<file path="src/rtl/cpu_pkg.sv">
// Shared encodings for the 16-bit CPU control unit: opcodes, ALU selects,
// controller states and instruction field positions.
package cpu_pkg;

  typedef enum logic [3:0] {
    OP_NOOP  = 4'h0,
    OP_STORE = 4'h1,
    OP_LOAD  = 4'h2,
    OP_ADD   = 4'h3,
    OP_SUB   = 4'h4,
    OP_HALT  = 4'h5
  } opcode_e;

  localparam logic [3:0] ALU_PASS = 4'h0;
  localparam logic [3:0] ALU_ADD  = 4'h1;
  localparam logic [3:0] ALU_SUB  = 4'h2;

  typedef enum logic [2:0] {
    S_FETCH  = 3'd0,
    S_DECODE = 3'd1,
    S_STORE  = 3'd2,
    S_LOAD_A = 3'd3,
    S_LOAD_B = 3'd4,
    S_ALU    = 3'd5,
    S_HALT   = 3'd6
  } state_e;

  // Instruction field positions; LOAD/STORE reuse RW as the data register
  // and the low byte as the data address.
  localparam int OP_MSB    = 15;
  localparam int OP_LSB    = 12;
  localparam int RW_MSB    = 11;
  localparam int RW_LSB    = 8;
  localparam int RA_MSB    = 7;
  localparam int RA_LSB    = 4;
  localparam int RB_MSB    = 3;
  localparam int RB_LSB    = 0;
  localparam int DADDR_MSB = 7;
  localparam int DADDR_LSB = 0;

endpackage

</file>
<file path="src/rtl/pc_counter.sv">
// Program counter: synchronous reset to zero, increments on inc_en and
// wraps naturally modulo 2^PC_W.
module pc_counter #(
  parameter int PC_W = 7
) (
  input  logic            clk,
  input  logic            reset,
  input  logic            inc_en,
  output logic [PC_W-1:0] pc
);

  logic [PC_W-1:0] pc_q, pc_d;

  always_comb begin
    pc_d = pc_q;
    if (inc_en) pc_d = pc_q + PC_W'(1);
  end

  always_ff @(posedge clk) begin
    if (reset) pc_q <= '0;
    else       pc_q <= pc_d;
  end

  assign pc = pc_q;

endmodule

</file>
<file path="src/rtl/dp_controller.sv">
// Moore control unit: fetches from a synchronous ROM, latches IR in DECODE
// and sequences STORE / LOAD / ALU / HALT, driving every datapath control.
module dp_controller
  import cpu_pkg::*;
#(
  parameter int WIDTH    = 16,
  parameter int D_ADDR_W = 8,
  parameter int R_ADDR_W = 4,
  parameter int PC_W     = 7
) (
  input  logic                clk,
  input  logic                reset,
  input  logic [WIDTH-1:0]    instr,
  output logic [PC_W-1:0]     pc_addr,
  output logic [D_ADDR_W-1:0] D_addr,
  output logic                D_wr,
  output logic                RF_s,
  output logic                RF_W_en,
  output logic [R_ADDR_W-1:0] RF_W_addr,
  output logic [R_ADDR_W-1:0] RF_A_addr,
  output logic [R_ADDR_W-1:0] RF_B_addr,
  output logic [3:0]          ALU_sel,
  output logic                halted
);

  state_e           state_q, state_d;
  logic [WIDTH-1:0] ir_q, ir_d;
  logic             pc_inc;
  logic [PC_W-1:0]  pc;
  logic [3:0]       dec_op;
  logic [3:0]       ir_op;

  assign dec_op = instr[OP_MSB:OP_LSB];
  assign ir_op  = ir_q[OP_MSB:OP_LSB];

  pc_counter #(.PC_W(PC_W)) u_pc (
    .clk    (clk),
    .reset  (reset),
    .inc_en (pc_inc),
    .pc     (pc)
  );

  // Next-state: the branch out of DECODE looks at the ROM word directly,
  // since IR only captures it on the same edge.
  always_comb begin
    state_d = state_q;
    ir_d    = ir_q;
    pc_inc  = 1'b0;
    case (state_q)
      S_FETCH:  state_d = S_DECODE;
      S_DECODE: begin
        ir_d   = instr;
        pc_inc = 1'b1;
        case (dec_op)
          OP_STORE:       state_d = S_STORE;
          OP_LOAD:        state_d = S_LOAD_A;
          OP_ADD, OP_SUB: state_d = S_ALU;
          OP_HALT:        state_d = S_HALT;
          default:        state_d = S_FETCH;
        endcase
      end
      S_STORE:  state_d = S_FETCH;
      S_LOAD_A: state_d = S_LOAD_B;
      S_LOAD_B: state_d = S_FETCH;
      S_ALU:    state_d = S_FETCH;
      S_HALT:   state_d = S_HALT;
      default:  state_d = S_FETCH;
    endcase
  end

  always_ff @(posedge clk) begin
    if (reset) begin
      state_q <= S_FETCH;
      ir_q    <= '0;
    end else begin
      state_q <= state_d;
      ir_q    <= ir_d;
    end
  end

  // Output decode from state and IR only; write enables are masked by reset
  // so an edge that resets can never also commit a write.
  always_comb begin
    D_addr    = '0;
    D_wr      = 1'b0;
    RF_s      = 1'b0;
    RF_W_en   = 1'b0;
    RF_W_addr = '0;
    RF_A_addr = '0;
    RF_B_addr = '0;
    ALU_sel   = ALU_PASS;
    halted    = 1'b0;
    case (state_q)
      S_STORE: begin
        D_addr    = D_ADDR_W'(ir_q[DADDR_MSB:DADDR_LSB]);
        RF_A_addr = R_ADDR_W'(ir_q[RW_MSB:RW_LSB]);
        D_wr      = ~reset;
      end
      S_LOAD_A: D_addr = D_ADDR_W'(ir_q[DADDR_MSB:DADDR_LSB]);
      S_LOAD_B: begin
        D_addr    = D_ADDR_W'(ir_q[DADDR_MSB:DADDR_LSB]);
        RF_s      = 1'b1;
        RF_W_addr = R_ADDR_W'(ir_q[RW_MSB:RW_LSB]);
        RF_W_en   = ~reset;
      end
      S_ALU: begin
        RF_A_addr = R_ADDR_W'(ir_q[RA_MSB:RA_LSB]);
        RF_B_addr = R_ADDR_W'(ir_q[RB_MSB:RB_LSB]);
        RF_W_addr = R_ADDR_W'(ir_q[RW_MSB:RW_LSB]);
        RF_W_en   = ~reset;
        ALU_sel   = (ir_op == OP_SUB) ? ALU_SUB : ALU_ADD;
      end
      S_HALT:  halted = 1'b1;
      default: ;
    endcase
  end

  assign pc_addr = pc;

endmodule

</file>
<file path="config.mk">
export PLATFORM = sky130hd
export DESIGN_NAME = dp_controller
export DESIGN_NICKNAME = d
export VERILOG_FILES = /design/src/rtl/cpu_pkg.sv /design/src/rtl/pc_counter.sv /design/src/rtl/dp_controller.sv
export SDC_FILE = /design/constraint.sdc
export NUM_CORES = 1
export LEC_CHECK = 0
export BUFFER_PORTS_ARGS = -buffer_cell sky130_fd_sc_hd__buf_2
export CORE_ASPECT_RATIO = 1.5
export CORE_MARGIN = 2
export CORE_UTILIZATION = 45
export CTS_CLUSTER_SIZE = 25
export DETAILED_ROUTE_END_ITERATION = 10
export MAX_ROUTING_LAYER = met4
export PLACE_DENSITY = 0.75
export RECOVER_POWER = 25
export SLEW_MARGIN = 30
export SYNTH_ARGS = -nofsm -noshare
export SYNTH_HDL_FRONTEND = slang
export SYNTH_HIERARCHICAL = 1
export SYNTH_SLANG_ARGS = --single-unit
</file>
<file path="constraint.sdc">
create_clock -name clk -period 2.4 [get_ports clk]
set_input_delay 0.12 -clock clk [delete_from_list [all_inputs] [get_ports clk]]
set_output_delay 0.12 -clock clk [all_outputs]
set_load 0.05 [all_outputs]
</file>
; After elaboration in Yosys (flattened, before gate mapping)
; Cells that the tools add are included.
[op_classes]
reduce_logical = 4
bitwise_logic = 1
n_addsub = 1
muxes = 13
n_eq_ne = 12
[ops]
columns = op, count
row1 = case mux 3 bit (4 select lines), 2
row2 = equality test 4 x 3 -> 1 bit (second input constant), 3
row3 = equality test 3 bit (second input constant), 3
row4 = equality test 4 x 2 -> 1 bit (second input constant), 2
row5 = 2-to-1 mux 4 bit, 2
row6 = 2-to-1 mux 8 bit, 1
row7 = case mux 4 bit (2 select lines), 1
row8 = adder 7 x 1 -> 7 bit (second input constant), 1
row9 = equality test 3 x 2 -> 1 bit (second input constant), 2
row10 = 2-to-1 mux 1 bit, 5
row11 = equality test 4 x 1 -> 1 bit (second input constant), 1
row12 = 2-to-1 mux 2 bit, 2
row13 = OR reduction 2 bit, 2
row14 = equality test 3 x 1 -> 1 bit (second input constant), 1
row15 = logical NOT 3 bit, 1
row16 = OR reduction 3 bit, 1
row17 = inverter 1 bit, 1
[totals]
out_inout_bits = 35
wordCells = 34
reg_bits = 26

; Depth between registers and ports, before layout
[depth]
word_depth = 4
mapped_depth = 8
depth_no_buf = 5

; Hierarchy
; The synthesis kept the hierarchy.
[modules_own_cells]
columns = mod, area_each_um2, seq_area_each_um2, cells_per_inst, instances
row1 = dp_controller, 1022.2, 380.4, 130, 1
row2 = pc_counter, 272.8, 140.1, 29, 1

; Worst setup path before layout
; Ideal clock, no wire load.
[synth_timing]
path_kind = register to output
from = register state_q[2]
to = output port ALU_sel[0]
n_path_buf = 1
arrival_ps = 1684
slack_ps = 596
required_time_ps = 2280
path_stages_with_launch = 5
path_cell_list = dfxtp_1 > buf_6 > nor2b_1 > and2_1 > nor2b_1
[synth_between]
elab_chain_cells = 2
[synth_rtl]
columns = element, line
row1 = start: declaration, dp_controller.sv:26  ; state_e state_q, state_d;
row2 = start signal: assignment, dp_controller.sv:76  ; state_q <= state_d;
row3 = equality test 3 bit, dp_controller.sv:93  ; case (state_q)
row4 = 2-to-1 mux 2 bit, dp_controller.sv:93
row5 = end: declaration, dp_controller.sv:22  ; output logic [3:0] ALU_sel,
; Every way passes these cells.

; Worst setup path after layout
[layout_timing]
from = register state_q[2]
to = output port RF_A_addr[0]
[layout_between]
elab_chain_cells = 2
word_cells_on_any_way = 3
[layout_rtl]
columns = element, line
row1 = equality test 3 bit / equality test 3 x 2 -> 1 bit (equally long branches), dp_controller.sv:93
row2 = case mux 4 bit (2 select lines) *, dp_controller.sv:93
row3 = end: declaration, dp_controller.sv:20  ; output logic [R_ADDR_W-1:0] RF_A_addr,
; Every way passes the cells marked *; elsewhere a longest branch is shown, timed or not.

==> impl_metrics.toml <==
[floorplanning]
initial_core_util_pct = 47.9
num_rows = 23
core_area_sq_um = 2710
die_area_sq_um = 3330
die_x_microns = 47.8
die_y_microns = 69.7
ios = 53

[worst_setup_path]
r2r_slack_ps = 470
slowest_stage = "dfxtp_1"
cp_cell_sequence = "nor2b_1, and2_1, a22o_1, buf_2"
crit_fanout = 10
crit_type = "reg2out"
cp-startpoint = "state_q[2]"
worstPathArrival_ps = 1940
reg2reg_from = "state_q[0]"
crit_path_start_kind = "flop"
cp.required_ps = 2280
slowest_delay_ps = 480
crit_path_end_kind = "output port"

[synthesis]
ys_seq_area_share_pct = 40.2
yosys.cell_types.count = 34
syn_area_per_cell_sq_um = 8.14
postSynthCellCount = 159
ys_warn_count = 6
synth_area_sq_um = 1290
yosys_register_bits = 26

[cts]
clk_root_buffer_cell = "clkbuf_8"
cts_resized = 0
clk_path_buf_depth = 2
path_clk_slew_ps = 90
numCtsBuffers = 3
clock-sinks = 26
clock_latency_ps = 270
hold_buffers = 0
cts_tree = "yes"
htreeDepth = 1
cts_post_setup_buffers_inserted = 0

[sta]
worst_pin_slew_ps = 636
finClkSkew_ps = 5.06
setup_viol_count_final = 0
grt_setup_unrepaired = "false"
fin_crit_sh_pct = 85.8
maxSlewHeadroom_pct = 57.6
hold_viol = 0
period_minus_slack_ps = 2060
holdWs_ps = 84.1
max_freq_mhz = 486
tns_ps = 0
drv_slew = 0

[global_routing]
grt-ovfl-total = 0
grt_pass1_wl_microns = 4790
grt_pass1_vias = 1108
grt_max_degree = 29
grt_antenna_before_repair = 0
track_usage_pct = 19.5

[job]
maxCapViolations = 0

[drt]
firstDrtPassIters = 4
post_drt_wl_per_cell_microns = 12.3
vias_per_cell = 5.16
num_vias = 1254
drtAntennaViolNets = 0
drt_iter0_markers = 34
routed_wl_microns = 2990
drc = 0

[finish]
fillCellCount = 281
diodes = 0
fin_area_sq_um = 1590
finalNonFillerCells = 243
area_growth_syn_to_layout_pct = 22.7
fin_nets = 226
drive_above_1_share_pct = 26.2

[place]
dpl_cell_area_sq_um = 1530
gp_congestion = 0.843
portBuffers = 50
place_inst = 239
hpwl_microns = 2330

[power]
clkPwrFrac_pct = 36.4
power_frac_seq_pct = 48.7
ir_drop_mv = 0.466
p_sw_uw = 261
sw_frac_of_total_pct = 26.4
power.internal_uw = 727
p_per_area_nw_per_um2 = 622
leakage_uw = 0.000722
combPwrFrac_pct = 14.9

[outcome]
outcome = "finished clean"

[hold_path]
hold_class = "in2reg"
hp-start = "instr[3]"
[synth_stat cells, drive strengths merged]
cell type / number / share of area, %
and2: 13 / 6.3
o21bai: 1 / 0.58
nand2b: 3 / 1.4
mux2i: 2 / 1.5
nor4b: 1 / 0.68
xnor2: 1 / 0.68
a2111oi: 1 / 0.68
dfxtp: 26 / 40
nor2: 10 / 2.9
conb: 1 / 0.29
or3b: 1 / 0.68
nand2: 36 / 10
buf: 6 / 4.4
and3: 5 / 2.4
a22o: 4 / 2.7
clkinv: 1 / 0.68
clkbuf: 3 / 0.87
inv: 3 / 0.87
nor2b: 4 / 1.9
ha: 1 / 0.97
o2bb2ai: 1 / 1.2
o21ai: 4 / 1.5
nor3: 1 / 0.39
nor3b: 1 / 0.58
xor2: 4 / 2.7
nand3: 2 / 0.77
a21oi: 19 / 9.7
or3: 2 / 0.97
nand4: 2 / 0.97
[stage by stage]
step | setup slack (ps) | utilization [%] | total power [uW]
floorplan | 596 | - | 608
global placement | 578 | 56.7 | 637
detailed placement | 482 | 56.7 | 643
CTS | 343 | 59.3 | 997
global route | 175 | 58.7 | 1040
finish | 341 | 58.7 | 988
[path summary, 6_finish.rpt]
| path | endpoint | depth (start not counted) |
|---|---|---|
| worst max-delay path | RF_A_addr[0] | 4 |
| worst min-delay path | ir_q[3] | 3 |
| worst max register to register | u_pc/pc[5] | 5 |
| worst min register to register | ir_q[11] | 2 |
[area by class of cell]
type / instances / area, sq um / share of cell area (%)
Clock inverter: 1 / 30.0 / 1.89
Tap cell: 37 / 46.3 / 2.91
Inverter: 4 / 20.0 / 1.26
Sequential cell: 26 / 520 / 32.8
Clock buffer: 3 / 41.3 / 2.60
Timing Repair Buffer: 51 / 241 / 15.2
Multi-Input combinational cell: 121 / 689 / 43.4
[worst max-delay path: cells and delay by family (launching register included)]
| kind | cells | cell delay [ps] |
|---|---|---|
| buffers and inverters | 1 | 260 |
| AND/OR/NAND/NOR | 2 | 760 |
| AO/OA/AOI/OAI | 1 | 170 |
| flip-flops | 1 | 480 |
[metal layers]
layer / vias up / share of wire (%) / global-route usage [%]
met2: 47 / 50 / 29.8
met5: - / 0 / -
met3: 4 / 6.8 / 2.34
met4: 0 / 1.5 / 6.61
met1: 586 / 42 / 25.8
li1: 617 / - / -
[power by group through the flow]
stage          Sequential (uW)  Clock [uW]  Combinational (uW)
2_1_floorplan              496           0                 112
3_3_place_gp               490           0                 147
3_5_place_dp               492           0                 151
4_1_cts                    482         364                 151
5_1_grt                    488         388                 161
6_report                   482         359                 147
[cell families after synthesis]
kind of cell / Yosys count / share of synthesized area [%]
AND/OR/NAND/NOR: 81 / 30.4
AO/OA/AOI/OAI: 30 / 16.3
flip-flops: 26 / 40.2
multiplexers: 2 / 1.55
buffers and inverters: 13 / 6.86
XOR/XNOR: 5 / 3.38
adder cells (fa/ha/maj): 1 / 0.966
other: 1 / 0.290
[cell usage in the layout, fill, tap and decap left out]
| cell | n |
|---|---|
| bufinv_16 | 1 |
| mux2i_1 | 2 |
| a22o_1 | 4 |
| conb_1 | 2 |
| o21bai_1 | 1 |
| nand2b_1 | 3 |
| xnor2_1 | 1 |
| and3_1 | 5 |
| clkbuf_1 | 11 |
| o21ai_0 | 3 |
| dfxtp_1 | 26 |
| o21ai_1 | 1 |
| or3_1 | 2 |
| nor3_1 | 1 |
| a2111oi_0 | 1 |
| o2bb2ai_2 | 1 |
| clkbuf_8 | 3 |
| or3b_1 | 1 |
| a21oi_2 | 8 |
| nand3_1 | 2 |
| nand4_1 | 2 |
| a21oi_1 | 11 |
| nor2b_1 | 4 |
| clkinv_4 | 1 |
| nor4b_1 | 1 |
| nand2_1 | 36 |
| ha_1 | 1 |
| buf_2 | 40 |
| xor2_1 | 4 |
| nor2_1 | 10 |
| and2_1 | 13 |
| inv_1 | 3 |
| nor3b_1 | 1 |
[flip-flops by register name, indices dropped and copies added (netlist names)]
name	count
ir_q	16
u_pc/pc	7
state_q	3
Note: power is estimated with default switching activity, not from simulation.
